### config.mk
export PLATFORM = sky130hd
export DESIGN_NAME = phys_free_list
export DESIGN_NICKNAME = d
export VERILOG_FILES = /design/src/rtl/phys_free_list.sv
export SDC_FILE = /design/constraint.sdc
export NUM_CORES = 1
export LEC_CHECK = 0
export CORE_MARGIN = 4
export CORE_UTILIZATION = 60
export CTS_CLUSTER_SIZE = 12
export DETAILED_ROUTE_END_ITERATION = 7
export DONT_BUFFER_PORTS = 1
export GPL_TIMING_DRIVEN = 0
export PLACE_DENSITY_LB_ADDON = 0.2
export REMOVE_ABC_BUFFERS = 1
export SYNTH_ARGS = -nofsm -noshare
export SYNTH_HDL_FRONTEND = slang
export SYNTH_SLANG_ARGS = --single-unit
### constraint.sdc
create_clock -name clk -period 7 [get_ports clk]
set_input_delay 1.4 -clock clk [delete_from_list [all_inputs] [get_ports clk]]
set_output_delay 1.4 -clock clk [all_outputs]
set_load 0.02 [all_outputs]
### src/rtl/phys_free_list.sv
// Physical-register free-list manager: grants two free registers per cycle, reclaims
// registers at retire, and rebuilds the speculative mask from committed state on flush.
// Optional release checking is compiled in with `define FREELIST_CHECK_EN.
`ifndef PHYS_REGS
`define PHYS_REGS 16
`endif

module phys_free_list #(
    parameter int  PHYS_REGS = `PHYS_REGS,
    localparam int RW        = $clog2(PHYS_REGS),
    localparam int CW        = $clog2(PHYS_REGS) + 1,
    localparam int N         = PHYS_REGS - 1
) (
    input  logic          clk,
    input  logic          rst_n,
    input  logic          alloc_req,
    output logic          alloc_grant,
    output logic [RW-1:0] alloc_reg0,
    output logic [RW-1:0] alloc_reg1,
    input  logic          retire_valid,
    input  logic [RW-1:0] retire_new0,
    input  logic [RW-1:0] retire_new1,
    input  logic [RW-1:0] retire_old0,
    input  logic [RW-1:0] retire_old1,
    input  logic          flush,
    output logic [N-1:0]  available_out,
    output logic [CW-1:0] free_count,
    output logic          err
);

    typedef enum logic [1:0] {ST_INIT, ST_RUN, ST_RECOVER} state_t;

    state_t        state_reg, state_next;
    logic          run_active;
    logic [N-1:0]  spec_free_reg, spec_free_next;
    logic [N-1:0]  commit_used_reg, commit_used_next;
    logic [CW-1:0] free_count_reg, free_count_next;
    logic [N-1:0]  new_mask, old_mask, grant_mask;
    logic          found0, found1;

    // State register
    always_ff @(posedge clk or negedge rst_n) begin
        if (!rst_n) begin
            state_reg <= ST_INIT;
        end else begin
            state_reg <= state_next;
        end
    end

    // Next-state logic
    always_comb begin
        state_next = state_reg;
        case (state_reg)
            ST_INIT:    state_next = ST_RUN;
            ST_RUN:     state_next = flush ? ST_RECOVER : ST_RUN;
            ST_RECOVER: state_next = flush ? ST_RECOVER : ST_RUN;
            default:    state_next = ST_INIT;
        endcase
    end

    // FSM outputs
    always_comb begin
        run_active = (state_reg == ST_RUN);
    end

    // Two lowest free registers; bit i of the mask is physical register i+1
    always_comb begin
        alloc_reg0 = '0;
        alloc_reg1 = '0;
        grant_mask = '0;
        found0     = 1'b0;
        found1     = 1'b0;
        for (int i = 0; i < N; i++) begin
            if (spec_free_reg[i]) begin
                if (!found0) begin
                    alloc_reg0    = RW'(i + 1);
                    grant_mask[i] = 1'b1;
                    found0        = 1'b1;
                end else if (!found1) begin
                    alloc_reg1    = RW'(i + 1);
                    grant_mask[i] = 1'b1;
                    found1        = 1'b1;
                end
            end
        end
    end

    assign alloc_grant = alloc_req && run_active && !flush && (free_count_reg >= CW'(2));

    // Register 0 never matches any mask bit, so retiring it is a no-op
    generate
        for (genvar gi = 0; gi < N; gi++) begin : g_retire_dec
            assign new_mask[gi] = retire_valid &&
                                  ((retire_new0 == RW'(gi + 1)) || (retire_new1 == RW'(gi + 1)));
            assign old_mask[gi] = retire_valid &&
                                  ((retire_old0 == RW'(gi + 1)) || (retire_old1 == RW'(gi + 1)));
        end
    endgenerate

    assign commit_used_next = (commit_used_reg | new_mask) & ~old_mask;

    // Released registers are not bypassed to the grant path; they show up next cycle
    always_comb begin
        if (flush) begin
            spec_free_next = ~commit_used_next;
        end else begin
            spec_free_next = (spec_free_reg & ~(alloc_grant ? grant_mask : '0)) | old_mask;
        end
        free_count_next = '0;
        for (int i = 0; i < N; i++) begin
            free_count_next = free_count_next + CW'(spec_free_next[i]);
        end
    end

    always_ff @(posedge clk or negedge rst_n) begin
        if (!rst_n) begin
            spec_free_reg   <= '1;
            commit_used_reg <= '0;
            free_count_reg  <= CW'(N);
        end else begin
            spec_free_reg   <= spec_free_next;
            commit_used_reg <= commit_used_next;
            free_count_reg  <= free_count_next;
        end
    end

    assign available_out = spec_free_reg;
    assign free_count    = free_count_reg;

`ifdef FREELIST_CHECK_EN
    logic err_reg;
    logic err_hit;

    // Double free against the pre-edge mask, or the same register released twice
    assign err_hit = (|(old_mask & spec_free_reg)) ||
                     (retire_valid && (retire_old0 == retire_old1) && (retire_old0 != '0));

    always_ff @(posedge clk or negedge rst_n) begin
        if (!rst_n) begin
            err_reg <= 1'b0;
        end else begin
            err_reg <= err_reg | err_hit;
        end
    end

    assign err = err_reg;
`else
    assign err = 1'b0;
`endif

endmodule
==> out/results.txt <==
DRT Pass-1 Iters - 5
Syn. warnings - 0
Buf/Inv on CP - 5
Sequential Power Share - 34.1%
max capacitance violation total - 0
nets - 452
Critical Path Sink Type - register
largest net degree at the start of global routing - 37
clock sink total - 36
Post-synth EDFFs - 0
final RePlAce weighted congestion - 0.938
final period demand of the worst path - 6.18 ns
final wirelength - 8470 µm
post-DP HPWL - 6450 µm
cells resized by post-CTS repair - 0
asr flop ratio synth - 100%
syn avg cell area - 7.73 µm²
num rows - 26
FF-to-FF setup slack - 0.82 ns
Via Count - 3126
Seq. cell area - 925 µm²
sequential area share after synthesis - 27.8%
diode count - 0
hold path endpoint - commit_used_reg[2]
VDD IR max - 0.463 mV
worst-margin pin slew - 0.773 ns
clock latency on the worst-skew pair - 0.30 ns
CTS root buf - clkbuf_8
synth top area cells - dfstp_2 (15%), dfrtp_1 (13%), a21oi_1 (7.4%), fa_1 (6.0%), o22ai_1 (4.5%)
antenna viol nets, final - 0
hold_sp - commit_used_reg[2]
skew final - 0.00726 ns
Synth-to-Final Area Change - 1.73%
filler instances - 477
Crit path top cell by count - fa_1
Clock Power Share - 11.9%
CTS tree - built
number of global-route vias before repair - 2895
status - finished, final reports clean
worst path arrival time - 6.42 ns
final count of negative-setup-slack endpoints - 0
Post-CTS Setup Bufs - 0
Die Height - 82.4 µm
Hold WS - 0.491 ns
Slew Viols, Final - 0
io pins - 51
Global Route Usage Sum - 26.4%
cell depth of the worst hold path - 2
post-synth top area cell - dfstp_2
Hold WC Path Type - reg -> reg
Starting DRT DRC Count - 215
switching share of power - 46.8%
Reg2Reg Depth - 19
CP required - 7.24 ns
Lkg Pwr - 0.00136 µW
layout cells sized above 1 - 10.7%
initial antenna violation count - 0
# DRC - 0
die width - 82.4 µm
Post-synth top flop - dfstp_2
pwr/cell area - 369 nW/µm²
Initial Util - 63.4%
die area - 6790 µm²
total gr overflow - 0
cell with the largest stage delay on the worst path - fa_1
Comb pwr share - 54.0%
Internal - 663 µW
Setup Crit Path Kind - reg -> reg
synth unique cells - 60
Final Core Density - 64.5%
worst r2r dst - free_count[1]
Vias/cell - 6.49
slew margin rel. - 48.0%
Finished Layout Cells - 482
reg2reg start - available_out[0]
Hold Buf Count CTS - 0
Peak Freq - 162 MHz
RSZ-0062 raised after global routing - no
CP top delay family - adder cells
area share of the largest cell type after synthesis - 15.0%
H-tree depth - 2
Multi-input gate area - 2190 µm²
critical path depth - 19
flops & latches, synth - 36
Max FO, Critical Path - 13
Final Cycle Share - 88.3%
Worst-path clk slew - 0.08 ns
Mapped Area - 3320 µm²
CP Launch Type - register
Sw Pwr - 584 µW
Cells after DPL - 474
setup_tns - 0 ns
Synth Instances - 430
Inserted Clock Buffers - 5
global-route wire length before repair - 13900 µm
peak per-stage delay on the critical path - 0.59 ns
Clock Path Buffers - 2
CP cell instances - inv_1 -> ha_1 -> inv_1 -> maj3_1 -> o31ai_1 -> nand2_1 -> a211oi_1 -> o21ai_0 -> nand2_1 -> a22o_1 -> fa_1 -> inv_1 -> fa_1 -> fa_1 -> fa_1 -> fa_1 -> inv_1 -> fa_1 -> inv_1
IO Port Bufs - 0
Hold Vio Cnt, Final - 0
core area - 5240 µm²
WL per Instance - 17.6 µm
-- layout by cell type, fill, tap and decap left out, types with 3 or more instances in the layout --
cell type   n
dfstp_2    19
nand2_1    34
a31oi_1     3
o22ai_1    24
a22oi_1     8
clkbuf_8    5
inv_1      26
maj3_1      4
or2_2       8
nor2_1     37
ha_1       10
a211o_1     5
nand3_1     7
a21o_1      7
o32ai_1     4
nor3_1     20
o22a_1      3
o21ai_0    28
dfrtp_1    17
and2_1      4
nand2b_1   20
a21oi_1    49
o21a_1      7
fa_1       10
a211oi_1    5
o31ai_1     5
or3_1       4
-- power groups by stage --
stage	combinational, µW	sequential [µW]	clock (µW)
6_report	674	425	149
3_5_place_dp	680	430	0
4_1_cts	683	426	148
5_1_grt	792	440	157
3_3_place_gp	663	426	0
2_1_floorplan	538	402	0
-- per-stage QoR --
| step | instance area, µm² | worst slack (ns) | power (µW) |
|---|---|---|---|
| 2_1_floorplan | 3210 | 1.27 | 940 |
| 3_5_place_dp | 3300 | 0.749 | 1110 |
| 4_1_cts | 3380 | 0.862 | 1260 |
| 5_1_grt | 3380 | 0.454 | 1390 |
| 6_report | 3380 | 0.820 | 1250 |
| 3_3_place_gp | 3300 | 0.745 | 1090 |
-- synth_stat cells (3+ instances only) --
cell type  instances
a21o_1             7
and2_1             4
or3_1              4
ha_1              10
o32ai_1            4
nor3_1            20
dfrtp_1           17
o31ai_1            5
clkbuf_1          21
nand3_1            7
nand2b_1          20
a21oi_1           49
o21ai_0           28
a22oi_1            8
a31oi_1            3
or2_2              8
inv_1             26
o21a_1             7
a211oi_1           5
maj3_1             4
nand2_1           34
o22ai_1           24
o22a_1             3
a211o_1            5
dfstp_2           19
fa_1              10
nor2_1            37
-- worst max path at each step --
stage	slack, ns	to	start
2_1_floorplan	1.27	free_count[1]	flush
5_1_grt	0.45	free_count[1]	available_out[0]
3_5_place_dp	0.75	free_count[1]	flush
3_3_place_gp	0.75	free_count[1]	flush
6_report	0.82	free_count[1]	available_out[0]
4_1_cts	0.86	free_count[1]	available_out[0]
-- area by class of cell --
type                    count  area share (%)
multi-input cells         342            64.7
flip-flops and latches     36            27.4
inverters                  26            2.89
well taps                  70            2.59
clock buffers               6            2.15
clock inverters             2           0.370
-- logic make-up after synthesis --
family          Yosys count  share of synthesized area, %
mux                       1                         0.339
compound gates          165                          31.5
flops                    36                          27.8
fa+ha+maj                24                          11.0
xor+xnor                  1                         0.264
simple gates            149                          22.5
other cells               1                         0.113
buf+inv                  53                          6.51
-- worst reg2reg max path, delay by kind of cell, from the launching register on --
family          cells  cell delay [ns]
compound gates      4             1.00
fa+ha+maj           8             3.67
buf+inv             5             0.66
flops               1             0.44
simple gates        2             0.38
-- routing by layer --
layer	part of all wire, %	global-route usage (%)	wire [µm]
met5	0	0	0
met4	1.4	6.31	116
met3	6.6	5.53	559
met2	48	42.9	4040
met1	44	35.7	3750
(Power assumes the default switching activity.)
==> edit 1: new RTL, same flow settings <==
`PHYS_REGS`: 16 -> 8.
--- a/src/rtl/phys_free_list.sv
+++ b/src/rtl/phys_free_list.sv
@@ -2,7 +2,7 @@
 // registers at retire, and rebuilds the speculative mask from committed state on flush.
 // Optional release checking is compiled in with `define FREELIST_CHECK_EN.
 `ifndef PHYS_REGS
-`define PHYS_REGS 16
+`define PHYS_REGS 8
 `endif
 
 module phys_free_list #(
Interface: changed (8 resized); port bits go from 51 to 36. No check against the original RTL was run, so the function may have changed too.
==> edit 1 against the unedited design <==
First-iteration DRC count decreased by 29%; design area decreased by 51%; area after synthesis decreased by 50%; die area decreased by 46%; routed wire length decreased by 57%; count of clock-buffer cells in the layout decreased by 3; largest power group unchanged; setup slack improved by 2.2 ns; total power decreased by 59%; sequential cell count decreased by 17.
==> edit 1: results (changes against the unedited design) <==
* Critical Path AT at 2.61 ns (-3.81 ns)
* Post-synth top cells: nor2_1 (17), o21ai_0 (17), nand2_1 (15)
* Hpwl dp at 2800 um (-57%)
* Routed wl met2 at 1800 um (-56%)
* Crit-path max FO at 14 (+1)
* Via count at 1466 (-53%)
* CP Capture Point: alloc_reg1[0]
* Wire length on met3 at 353 um (-37%)
* Mapped Avg Cell Area at 8.44 um2 (+9.3%)
* Synth unique cells at 48 (-20%)
* Peak VDD IR at 0.000252 V (-46%)
* Layout cells sized above 1 at 0.0995 (-0.00732)
* Post-Place Cell Area at 1640 um2 (-50%)
* GRT Overall Usage at 0.226 (-0.0379)
* Vias per inst at 6.63 (+2.3%)
* DR DRC count at 0 (unchanged)
* Placement Setup Slack at 2.74 ns (+1.99 ns)
* I/O Buffers at 0 (unchanged)
* First-pass GRT wire length at 6260 um (-55%)
* Num CTS Buffers at 3 (-2)
* Met1 WL at 1510 um (-60%)
* Clock Tree Buf Depth at 2 (unchanged)
* Register area share after synthesis at 0.296 (+0.0181)
* Number of DRC markers in iteration 0 at 153 (-29%)
* RD Place Congestion at 0.826 (-12%)
* Area occupied by multi-input gates at 1070 um2 (-51%)
* Largest net degree at the start of global routing at 20 (-46%)
* Leakage at 0.692 nW (-49%)
* Worst R2R Setup Slack at 3.38 ns (+2.56 ns)
* Final wirelength at 3680 um (-57%)
* Filler Cell Count at 229 (-52%)
* Clk_lat worst skew at 0.30 ns (about the same)
* Worst min path class: flop to flop
* H-tree depth at 1 (-1)
* Min-Delay Endpoint: commit_used_reg[5]
* Hold Path Origin: commit_used_reg[5]
* Vias in the first global route at 1375 (-53%)
* Worst slew pin tran at 0.662 ns (-0.111 ns)
* Reg2Reg Depth at 10 (-9)
* Asr flop ratio synth at 1.00 (unchanged)
* Hold WS at 0.537 ns (+0.0454 ns)
* Total of max-cap violations at 0 (unchanged)
* WHS Path Cells at 2 (unchanged)
* GRT met1 Usage at 0.311 (-0.0458)
* Dpl cells at 217 (-54%)
* Worst R2R End: free_count[1]
* Clk_skew at 0.0159 ns (+0.00863 ns)
* Clock Root Buffer: clkbuf_4
* M3 GR Usage at 0.0426 (-0.0128)
* Peak Freq at 0.249 GHz (+54%)
* DRT Pass-1 Iters at 4 (-1)
* Max stage delay cell, worst path: dfstp_2
* Met2 usage at 0.366 (-0.0637)
* Largest cells by area after synthesis: dfstp_2 (16%), dfrtp_1 (14%), ha_1 (6.1%), o21ai_0 (5.2%), nor3b_1 (5.0%)
* Status: complete, no violations
* Yosys warning count at 0 (unchanged)
* Crit-path max cell delay at 0.65 ns (+0.06 ns)
* Reg clk slew, reported paths at 0.12 ns (+0.04 ns)
-- edit 1: area by class of cell --
class                      count  area share
clock buffer                   3      0.0135
multi-input combinational    156       0.641
clock inverter                 1     0.00300
tap                           30      0.0225
inverter                      12      0.0270
sequential                    19       0.293
-- edit 1: critical path: cells and delay by family (launching register included) --
kind | cells | cell delay (ns)
AND/OR/NAND/NOR | 3 | 0.68
flip-flops | 1 | 0.65
buffers and inverters | 1 | 0.15
adder cells (fa/ha/maj) | 1 | 0.38
AO/OA/AOI/OAI | 1 | 0.45
-- edit 1: logic make-up (layout without fill, tap and decap cells) --
family,after synthesis,count (layout),synth area share
adders and majority gates,12,12,0.109
DFF,19,19,0.296
AOI/OAI and AO/OA,64,64,0.269
and+or+nand+nor,78,78,0.267
other,1,2,0.00228
buffers and inverters,21,16,0.0562
-- edit 1: where the power goes --
group          total (mW)  leakage (nW)  internal, mW  switching [mW]
logic               0.231         0.462        0.0940           0.137
clock network      0.0557        0.0177        0.0213          0.0344
registers           0.226         0.213         0.159          0.0667
==> edit 2: new RTL, same flow settings <==
Without the edit above. Register the output `free_count` once more; this adds one clock of latency there. The other outputs are not delayed to match.
--- a/src/rtl/phys_free_list.sv
+++ b/src/rtl/phys_free_list.sv
@@ -125,7 +125,9 @@
     end
 
     assign available_out = spec_free_reg;
-    assign free_count    = free_count_reg;
+    always_ff @(posedge clk) begin
+        free_count <= free_count_reg;
+    end
 
 `ifdef FREELIST_CHECK_EN
     logic err_reg;
Function: changed (a bounded check fails within 4 cycles, from zero or initial values and one cycle with rst_n low).
==> edit 2 against the unedited design <==
Sequential cell count is 4 higher; total power rose by 9.4%; hold slack got worse by 0.085 ns; core utilization shrank 0.99 points; routed wire length increased by 4.8%; setup slack improved by 0.15 ns; design area up 3.5%; first-iteration DRC count down 14%; area after synthesis up 2.4%; clock skew rose by 0.0042 ns; via count up 1.5%; final cell count grew 1.2%.
==> edit 2: results (changes against the unedited design) <==
* Drt wl/cell at 18.2 um (+3.5%)
* Layout cells sized above 1 at 0.108 (+0.00138)
* Sw Ratio at 0.447 (-0.0213)
* GRT Overall Usage at 0.265 (+0.00166)
* Final #Nets at 456 (+0.88%)
* Clk_skew at 0.0115 ns (+0.00421 ns)
* Hold WS at 0.406 ns (-0.0854 ns)
* Asr flop ratio synth at 0.900 (-0.100)
* Hpwl dp at 6600 um (+2.4%)
* WHS Path Cells at 0 (-2)
* Vias in the first global route at 3047 (+5.3%)
* Post-Synthesis Cells at 434 (+0.93%)
* Synth unique cells at 61 (+1.7%)
* Final min period at 6.03 ns (-0.153 ns)
* Hold Path Origin: free_count_reg[0]
* Clock power share at 0.146 (+0.027)
* Status: complete, no violations
* Largest cells by area after synthesis: dfstp_2 (15%), dfrtp_1 (13%), a21oi_1 (7.2%), fa_1 (5.9%), o22ai_1 (4.4%)
* Peak VDD IR at 0.000368 V (-21%)
* Placement Setup Slack at 0.852 ns (+0.103 ns)
* Power, Total at 1.36 mW (+9.4%)
* DRT Pass-1 Iters at 7 (+2)
* Worst slew pin tran at 0.784 ns (+0.0108 ns)
* Min-Delay Endpoint: free_count[0]
* Layout Cells excl Fill at 488 (+1.2%)
* Vias per inst at 6.50 (+0.22%)
* Worst R2R Setup Slack at 0.97 ns (+0.15 ns)
* Dpl cells at 480 (+1.3%)
* Register area share after synthesis at 0.295 (+0.0170)
* Critical Path AT at 6.27 ns (-0.15 ns)
* Leakage at 1.41 nW (+4.0%)
* Number of DRC markers in iteration 0 at 184 (-14%)
* Filler Cell Count at 504 (+5.7%)
* First-pass GRT wire length at 15200 um (+9.4%)
* Part of the power in registers at 0.338 (-0.003)
* Post-Place Cell Area at 3380 um2 (+2.5%)
* RD Place Congestion at 0.980 (+4.5%)
-- edit 2: area by class of cell --
| cell class | count | area (um2) | share of cell area |
|---|---|---|---|
| Tap cell | 72 | 90.1 | 0.0257 |
| Clock inverter | 2 | 38.8 | 0.0111 |
| Inverter | 26 | 97.6 | 0.0279 |
| Clock buffer | 6 | 82.6 | 0.0236 |
| Multi-Input combinational cell | 342 | 2190 | 0.625 |
| Sequential cell | 40 | 1000 | 0.287 |
-- edit 2: metal layers --
metal / up-vias / track usage / share of wire
li1: 1531 / - / -
met1: 1498 / 0.360 / 0.44
met2: 130 / 0.435 / 0.48
met3: 13 / 0.0486 / 0.068
met4: 0 / 0.0713 / 0.014
met5: - / 0 / 0
-- edit 2: kinds of logic after synthesis --
logic type               Yosys count  synth area share
buffers and inverters             53            0.0636
multiplexers                       1           0.00331
AO/OA/AOI/OAI                    165             0.307
adder cells (fa/ha/maj)           24             0.107
AND/OR/NAND/NOR                  149             0.219
flip-flops                        40             0.295
other                              1           0.00110
XOR/XNOR                           1           0.00257
